==> config.mk <==
export PLATFORM = sky130hd
export DESIGN_NAME = qam_symbol_source
export DESIGN_NICKNAME = d
export VERILOG_FILES = /design/src/rtl/qam_symbol_source.sv
export SDC_FILE = /design/constraint.sdc
export NUM_CORES = 1
export LEC_CHECK = 0
export ABC_CLOCK_PERIOD_IN_PS = 2000
export CELL_PAD_IN_SITES_DETAIL_PLACEMENT = 2
export CELL_PAD_IN_SITES_GLOBAL_PLACEMENT = 2
export CORE_MARGIN = 8
export CORE_UTILIZATION = 38
export CTS_CLUSTER_DIAMETER = 40
export CTS_CLUSTER_SIZE = 16
export DETAILED_ROUTE_END_ITERATION = 8
export PLACE_DENSITY_LB_ADDON = 0.25
export RECOVER_POWER = 25
export SYNTH_ARGS = -nofsm -noshare
export SYNTH_HDL_FRONTEND = slang
export SYNTH_SLANG_ARGS = --single-unit
==> constraint.sdc <==
create_clock -name ipClk -period 2 [get_ports ipClk]
set_input_delay 0.4 -clock ipClk [delete_from_list [all_inputs] [get_ports ipClk]]
set_output_delay 0.4 -clock ipClk [all_outputs]
set_load 0.005 [all_outputs]
==> src/rtl/qam_symbol_source.sv <==
// rtl/qam_symbol_source.sv - byte FIFO and 16-QAM symbol sequencer feeding the QAM stage
// Each buffered byte becomes two 4-bit symbols, each held for SAMPLES_PER_SYMBOL enabled clocks.

module qamByteFifo #(
  parameter int DEPTH = 4
) (
  input  logic                  ipClk,
  input  logic                  ipReset,
  input  logic                  ipPush,
  input  logic [7:0]            ipData,
  input  logic                  ipPop,
  output logic [7:0]            opData,
  output logic [$clog2(DEPTH):0] opCount,
  output logic [$clog2(DEPTH):0] opCountNext
);
  localparam int PW = $clog2(DEPTH);

  logic [7:0]    mem [DEPTH];
  logic [PW-1:0] wrPtr;
  logic [PW-1:0] rdPtr;

  // Storage carries no reset; discarding data on reset only needs the pointers cleared.
  always_ff @(posedge ipClk) begin
    if (ipPush) mem[wrPtr] <= ipData;
  end

  always_comb begin
    opCountNext = opCount;
    if (ipPush && !ipPop) opCountNext = opCount + 1'b1;
    else if (!ipPush && ipPop) opCountNext = opCount - 1'b1;
  end

  always_ff @(posedge ipClk or posedge ipReset) begin
    if (ipReset) begin
      wrPtr   <= '0;
      rdPtr   <= '0;
      opCount <= '0;
    end else begin
      if (ipPush) wrPtr <= wrPtr + 1'b1;
      if (ipPop)  rdPtr <= rdPtr + 1'b1;
      opCount <= opCountNext;
    end
  end

  assign opData = mem[rdPtr];
endmodule

module qam_symbol_source #(
  parameter int SAMPLES_PER_SYMBOL = 8,
  parameter int FIFO_DEPTH         = 4,
  parameter bit MSB_FIRST          = 1'b1
) (
  input  logic       ipClk,
  input  logic       ipReset,
  input  logic [7:0] ipData,
  input  logic       ipDataValid,
  output logic       opDataReady,
  input  logic       ipEnable,
  output logic [3:0] opQAMBlock,
  output logic       opQAMBlockValid,
  output logic       opSymbolStart,
  output logic       opBurstEnd
);
  localparam int CNT_W = $clog2(SAMPLES_PER_SYMBOL);
  localparam int CW    = $clog2(FIFO_DEPTH) + 1;
  localparam logic [CNT_W-1:0] LAST_SAMPLE = CNT_W'(SAMPLES_PER_SYMBOL - 1);

  typedef enum logic [1:0] {IDLE, FIRST, SECOND} stateT;

  stateT          state, stateNext;
  logic [CNT_W-1:0] sampleCount, sampleCountNext;
  logic [3:0]     pendingNibble, pendingNibbleNext;
  logic [3:0]     blockNext;
  logic           validNext, startNext, burstNext;

  logic           push, pop;
  logic [7:0]     fifoData;
  logic [CW-1:0]  fifoCount, fifoCountNext;
  logic           fifoEmpty, lastSample;
  logic [3:0]     firstNibble, secondNibble;

  assign push = ipDataValid && opDataReady;

  qamByteFifo #(.DEPTH(FIFO_DEPTH)) byteFifo (
    .ipClk       (ipClk),
    .ipReset     (ipReset),
    .ipPush      (push),
    .ipData      (ipData),
    .ipPop       (pop),
    .opData      (fifoData),
    .opCount     (fifoCount),
    .opCountNext (fifoCountNext)
  );

  assign fifoEmpty    = (fifoCount == '0);
  assign lastSample   = (sampleCount == LAST_SAMPLE);
  assign firstNibble  = MSB_FIRST ? fifoData[7:4] : fifoData[3:0];
  assign secondNibble = MSB_FIRST ? fifoData[3:0] : fifoData[7:4];

  // With ipEnable low nothing advances; only the per-cycle strobes drop to 0.
  always_comb begin
    stateNext         = state;
    sampleCountNext   = sampleCount;
    pendingNibbleNext = pendingNibble;
    blockNext         = opQAMBlock;
    validNext         = 1'b0;
    startNext         = 1'b0;
    burstNext         = 1'b0;
    pop               = 1'b0;
    if (ipEnable) begin
      case (state)
        IDLE: begin
          if (!fifoEmpty) begin
            pop               = 1'b1;
            stateNext         = FIRST;
            sampleCountNext   = '0;
            blockNext         = firstNibble;
            pendingNibbleNext = secondNibble;
            validNext         = 1'b1;
            startNext         = 1'b1;
          end
        end
        FIRST: begin
          validNext = 1'b1;
          if (lastSample) begin
            stateNext       = SECOND;
            sampleCountNext = '0;
            blockNext       = pendingNibble;
            startNext       = 1'b1;
          end else begin
            sampleCountNext = sampleCount + 1'b1;
          end
        end
        SECOND: begin
          if (!lastSample) begin
            validNext       = 1'b1;
            sampleCountNext = sampleCount + 1'b1;
          end else if (!fifoEmpty) begin
            // Next byte already buffered: chain into it without a gap cycle.
            pop               = 1'b1;
            stateNext         = FIRST;
            sampleCountNext   = '0;
            blockNext         = firstNibble;
            pendingNibbleNext = secondNibble;
            validNext         = 1'b1;
            startNext         = 1'b1;
          end else begin
            stateNext       = IDLE;
            sampleCountNext = '0;
            blockNext       = 4'h0;
            burstNext       = 1'b1;
          end
        end
        default: stateNext = IDLE;
      endcase
    end
  end

  always_ff @(posedge ipClk or posedge ipReset) begin
    if (ipReset) begin
      state           <= IDLE;
      sampleCount     <= '0;
      pendingNibble   <= 4'h0;
      opQAMBlock      <= 4'h0;
      opQAMBlockValid <= 1'b0;
      opSymbolStart   <= 1'b0;
      opBurstEnd      <= 1'b0;
      opDataReady     <= 1'b0;
    end else begin
      state           <= stateNext;
      sampleCount     <= sampleCountNext;
      pendingNibble   <= pendingNibbleNext;
      opQAMBlock      <= blockNext;
      opQAMBlockValid <= validNext;
      opSymbolStart   <= startNext;
      opBurstEnd      <= burstNext;
      opDataReady     <= (fifoCountNext < CW'(FIFO_DEPTH));
    end
  end
endmodule

======== Word level (Yosys, flattened, before mapping) ========
Memories as Yosys holds them, arrays and structs flattened.
Index checks and enable logic that the tools add are counted.
storage, ports and cells
  register bits after elaboration ......... 24
  bits in writable memories ............... 32
  bits in read-only memories .............. 0
  memories ................................ 1
  latch bits .............................. 0
  logic and storage cells ................. 73
  output and inout bits ................... 8
memories
  memory        depth  bits a word  rd ports  clocked after Yosys merged registers in  wr ports  RTL line  source
  byteFifo.mem  4      8            1         0                                        1         18        logic [7:0] mem [DEPTH];
cells by class
  magnitude comparators ................... 1
  reductions and logical operators ........ 15
  multiplexer cells ....................... 34
  shifts and indexed selects .............. 0
  add/subtract/negate cells ............... 5
  equal/unequal tests ..................... 6
  bitwise operators ....................... 0
  multiply operators ...................... 0
  div/mod/pow operators ................... 0
operators by type and width
  kind                                                  number
  2-to-1 mux 4 bit                                      6
  2-to-1 mux 1 bit                                      14
  2-to-1 mux 3 bit                                      4
  one-hot mux 4 bit (3 select lines)                    1
  one-hot mux 4 bit (2 select lines)                    1
  adder 3 x 1 -> 3 bit (second input constant)          2
  2-to-1 mux 2 bit                                      3
  != test 2 bit (second input constant)                 3
  one-hot mux 1 bit (3 select lines)                    2
  one-hot mux 2 bit (3 select lines)                    1
  one-hot mux 3 bit (2 select lines)                    1
  AND reduction 3 bit                                   2
  AND reduction 5 bit                                   1
  adder 2 x 1 -> 2 bit (second input constant)          2
  AND reduction 4 bit                                   1
  nonzero test 2 bit                                    2
  equality test 3 bit (second input constant)           1
  logical AND 1 bit                                     3
  zero test 3 bit                                       1
  < comparator 3 bit (second input constant)            1
  nonzero test 3 bit                                    1
  subtractor 3 x 1 -> 3 bit (second input constant)     1
  equality test 2 x 1 -> 1 bit (second input constant)  1
  equality test 2 bit (second input constant)           1
  other kinds (4)                                       5

======== Logic depth before layout (Yosys ltp) ========
Gate-level depths: netlist of the first run.
  depth after elaboration ................. 9
  depth in mapped cells ................... 10
  mapped depth without buffers ............ 10

======== Modules after synthesis ========
A second synthesis of the first run with hierarchy kept.
unflattened totals
  cell total of the unflattened synthesis .. 171
  area total of the unflattened synthesis .. 2516.2 um^2
by module, submodules not included
  module             area an instance (um^2)  instances  cells an instance
  qamByteFifo        1570.3                   1          83
  qam_symbol_source  945.9                    1          88

======== Least setup slack after synthesis of the first run ========
OpenSTA, ideal clock, no wires.
  path type ............................... reg-to-reg
  start ................................... reg sampleCount[0]
  end ..................................... reg byteFifo.opCount[1]
  cell stages (with the launch flop) ...... 10
  slack ................................... 0.025 ns
  required time ........................... 1.873 ns
  path buffers ............................ 0
  arrival ................................. 1.848 ns
  path through ............................ dfrtp_1 ha_1 ha_1 and2_1 o211ai_2 inv_1 ha_1 nor3b_1 a211oi_1 a21oi_1
on the way
  word-level cells in the longest chain between the ends .. 7
RTL lines
  element                                                       RTL line  source
  from (decl)                                                   71        logic [CNT_W-1:0] sampleCount, sampleCountNext;
  from (signal assigned)                                        171       sampleCount <= sampleCountNext;
  equality test 3 bit (*)                                       96        assign lastSample = (sampleCount == LAST_SAMPLE);
  2-to-1 mux 1 bit (*)                                          135       if (!lastSample) begin
  one-hot mux 1 bit (2 select lines) (*)                        111       case (state)
  2-to-1 mux 1 bit (*)                                          110       if (ipEnable) begin
  via byteFifo.ipPop                                            11        input logic ipPop,
  logical AND 1 bit / zero test 1 bit (equally long branches)   30, 29
  2-to-1 mux 3 bit / logical AND 1 bit (equally long branches)  30, 29
  2-to-1 mux 3 bit (*)                                          29        if (ipPush && !ipPop) opCountNext = opCount + 1'b1;
  to (signal assigned)                                          41        opCount <= opCountNext;
  to (decl)                                                     13        output logic [$clog2(DEPTH):0] opCount,
The timed path passes the listed nets; every way through them passes the cells marked *.
A chain may end at the register's enable or synchronous reset.

======== Final worst setup path of the first run ========
  start ................................... reg sampleCount[1]
  end ..................................... reg byteFifo.opCount[1]
The elaborated chain is that of the path after synthesis.

==> results.md, run 1 <==
* Die area at 9590 µm²
* Pin count of the biggest net entering global routing at 25
* Post-synth EDFFs at 32
* Die width at 97.9 µm
* Chip height at just under 100 µm
* Total Power at approximately 4.5 mW
* Req. time, crit path at 2210 ps
* Net Sw Frac at between 30% and 40%
* Status: complete, no violations
* CP Launch Type: flop
* CP arrival at roughly 2100 ps
* Via density at 5.14
* Most used cell, CP: ha_4
* Total negative slack at 0 ps
* Fill count at roughly 620
* Cell taking the most area after synthesis: edfxtp_1
* Clock transition at the registers of the reported paths at around 100 ps
* Net Switching at around 1.6 mW
* Xor/xnor cell area share of the yosys netlist at 1.37%
* Dominant synthesized flop cell: edfxtp_1
* CTS root buffer: clkbuf_8
* Slew @ Worst Pin at 1390 ps
* Fin Hold WS at around 520 ps
* Post-Synth Adder-Cell Area at between 7 and 8%
* Initial antenna violation count at 0
* Post-synthesis compound-gate area fraction at approximately 8.5%
* Final Slew Violations at 0
* CP max stage delay at between 400 and 500 ps
* Area growth from synthesis to layout at 22.1%
* Fin util at around 47%
* Crit Path Max Fanout at 4
* Synth Area per Inst at approximately 15 µm²
* Post-synthesis sequential area ratio at about three fifths
* Final Setup Violations at 0
* Final GP Congestion at about 0.73
* Relative slew margins at roughly 7.3%
* Hold_buf cts at 0
* TritonCTS Buffers at 5
* Worst Setup End Kind: flop
* Min Clock Period, post-route at roughly 1900 ps
* Clk network pwr share at 15.0%
* WP buf/inv at 1
* WL met2 at 3.10 mm
* CTS sink count at 56
* H-tree level count at 2
* Largest family of logic cells by synthesized area: multiplexers
* Largest delay share family, worst path: adder cells
* Port bufs at 19
* Post-detailed-route DRC marker count at 0
* Wl on met1 at approximately 2.3 mm
* Synthesized area at about 2500 µm²
* Synth warn at 0
* Pwr dens at approximately 1400 nW/µm²
* Clk buf depth at 2
* # Max-Cap Violations at 0
* Crit-path cells: ha_2 > ha_4 > and2_4 > o211ai_4 > inv_2 > ha_4 > nor3b_1 > a211oi_1 > a21oi_1
* WL per Instance at around 19 µm
* CTS tree: done
* Initial Util at roughly two fifths
* Multiplexer share of the synthesized area at between 10% and 20%
* Core Box Area at approximately 6600 µm²
* Top post-synthesis cells by area: edfxtp_1 (38%), dfrtp_1 (24%), ha_1 (7.9%)
* Comb pwr share at between 40% and 50%
* Drt first-iter violations at 61
* Share of post-route cells with drive strength above 1 at approximately 28%
* Global-route wire length before repair at approximately 9.3 mm
* Routed wl met3 at around 190 µm
* VDD IR max at around 500 µV
* Final clock skew at around 7.4 ps
* Crit path kind: flop to flop
* Register bit total from synthesis at 56
* Fin nets at 238
* Post-Syn Instances at about 170
* Area share of the largest cell type after synthesis at 37.7%
* IO Count at 20
* Fin. Hold Viols at 0
* Seq pwr share at between 30% and 40%
* Area after DPL at just under 3000 µm²
* Leakage Power at 1.25 nW
* Final non-filler cell area at 3110 µm²
* Gr usage total at between 10% and 20%
* Clk_lat worst skew at about 320 ps
* Total routed wirelength at approximately 5.7 mm
* Remaining antenna violation count at 0
* Simple-gate share of the synthesized area at under 10%
* Vias in the first global route at approximately 1800
* TritonRoute pass-1 iters at 4
* R2R Setup Slk at between 90 and 100 ps
* Int Power at slightly below 3 mW
* Asr flop ratio synth at around 43%
* Hold Path Class: flop to flop
* Crit share post-route at a little over nine tenths
* Post-DP HPWL at roughly 4.1 mm
* Slowest-stage cell, CP: dfrtp_1
* Yosys cell types at 33
* Via count at between 1000 and 1500
* Syn nets at 196
* Ant diodes at 0
* Fmax achieved at 524 MHz
* Std cell rows at 30
* Top layer in use: met4
* Grt total ovfl at 0
## repair_timing
action                     CTS  global route
buffers inserted             4             6
gates resized for setup      8             8
setup endpoints to repair    3             4
pin swaps                    4             6
## kinds of logic (layout without fill, tap and decap cells)
family	Yosys count	after routing
compound gates	28	28
xor+xnor	4	4
fa+ha+maj	16	16
buf+inv	19	62
flops	56	56
mux	17	17
simple gates	28	28
## cells in the final DEF, fill, tap and decap left out, types with 6 or more instances in the layout
| master | instances |
|---|---|
| edfxtp_1 | 32 |
| ha_1 | 11 |
| dfrtp_1 | 24 |
| inv_1 | 11 |
| mux4_2 | 8 |
| clkdlybuf4s50_1 | 17 |
| nand2_1 | 8 |
| and3_1 | 6 |
| buf_4 | 17 |
## metrics by stage
| stage | instances | setup slack (ps) |
|---|---|---|
| floorplan | 168 | 25.1 |
| detailed placement | 273 | -101 |
| CTS | 285 | 22.8 |
| global route | 291 | -1.83 |
| global placement | 273 | 33.3 |
| finish | 291 | 92.6 |
## path summary, 6_finish.rpt
kind	cells after the start	to	start
min reg2reg	1	pendingNibble[0]	pendingNibble[0]
min	1	pendingNibble[0]	pendingNibble[0]
max in group asynchronous	3	byteFifo.wrPtr[1]	ipReset
min in group asynchronous	3	opSymbolStart	ipReset
max	9	byteFifo.opCount[1]	sampleCount[1]
max reg2reg	9	byteFifo.opCount[1]	sampleCount[1]
## flip-flops by register name, summed over array words and instances (netlist names), named ones only
register and count:
opSymbolStart 1, opQAMBlockValid 1, byteFifo.opCount 2, opBurstEnd 1, pendingNibble 4, state 2
byteFifo.mem 32, sampleCount 3, opQAMBlock 4, byteFifo.wrPtr 2, byteFifo.rdPtr 2, opDataReady 1
## power groups by stage
stage               Sequential, mW  Clock [mW]  Combinational, mW
floorplan                     1.72           0               1.33
global placement              1.78           0               1.76
finish                        1.79       0.674               2.04
detailed placement            1.82           0               1.88
CTS                           1.79       0.711               1.99
global route                  1.83       0.739               2.26
## cell usage after synthesis (2+ instances only)
| library cell | instances |
|---|---|
| mux2_2 | 5 |
| ha_1 | 16 |
| o211ai_2 | 2 |
| a22o_1 | 4 |
| o21ai_1 | 5 |
| and2_1 | 2 |
| inv_1 | 12 |
| nor2b_1 | 2 |
| nor2_1 | 3 |
| a21oi_1 | 5 |
| and3_1 | 6 |
| nand3_1 | 4 |
| mux4_2 | 8 |
| clkinv_1 | 4 |
| edfxtp_1 | 32 |
| dfrtp_1 | 24 |
| o21ai_0 | 5 |
| xnor2_1 | 4 |
| nand2_1 | 8 |
| mux2_4 | 4 |
## cell type report
class | instances | area, µm² | share of cell area [%]
Inverter | 17 | 63.8 | 2.05
Tap cell | 80 | 100 | 3.21
Clock buffer | 5 | 68.8 | 2.21
Sequential cell | 56 | 1560 | 50.1
Clock inverter | 3 | 28.8 | 0.924
Timing Repair Buffer | 37 | 322 | 10.3
Multi-Input combinational cell | 93 | 970 | 31.1
## metal layers
metal,up-vias,global-route usage [%]
met3,4,3.34
met4,0,4.80
met1,779,14.0
met2,20,22.5
li1,693,-
met5,-,0
## worst register-to-register path, stage by stage (launching register included)
cell	delay (ps)
dfrtp_1	420
ha_2	210
ha_4	160
and2_4	140
o211ai_4	220
inv_2	90
ha_4	170
nor3b_1	130
a211oi_1	190
a21oi_1	60
Note: power is estimated with default switching activity, not from simulation.
==> run 2, diff against run 1 <==
--- a/config.mk
+++ b/config.mk
@@ -15,6 +15,7 @@
 export DETAILED_ROUTE_END_ITERATION = 8
 export PLACE_DENSITY_LB_ADDON = 0.25
 export RECOVER_POWER = 25
+export SLEW_MARGIN = 15
 export SYNTH_ARGS = -nofsm -noshare
 export SYNTH_HDL_FRONTEND = slang
 export SYNTH_SLANG_ARGS = --single-unit
==> results of run 2 <==
The final DEF is identical to that of run 1; final timing and power are the same.
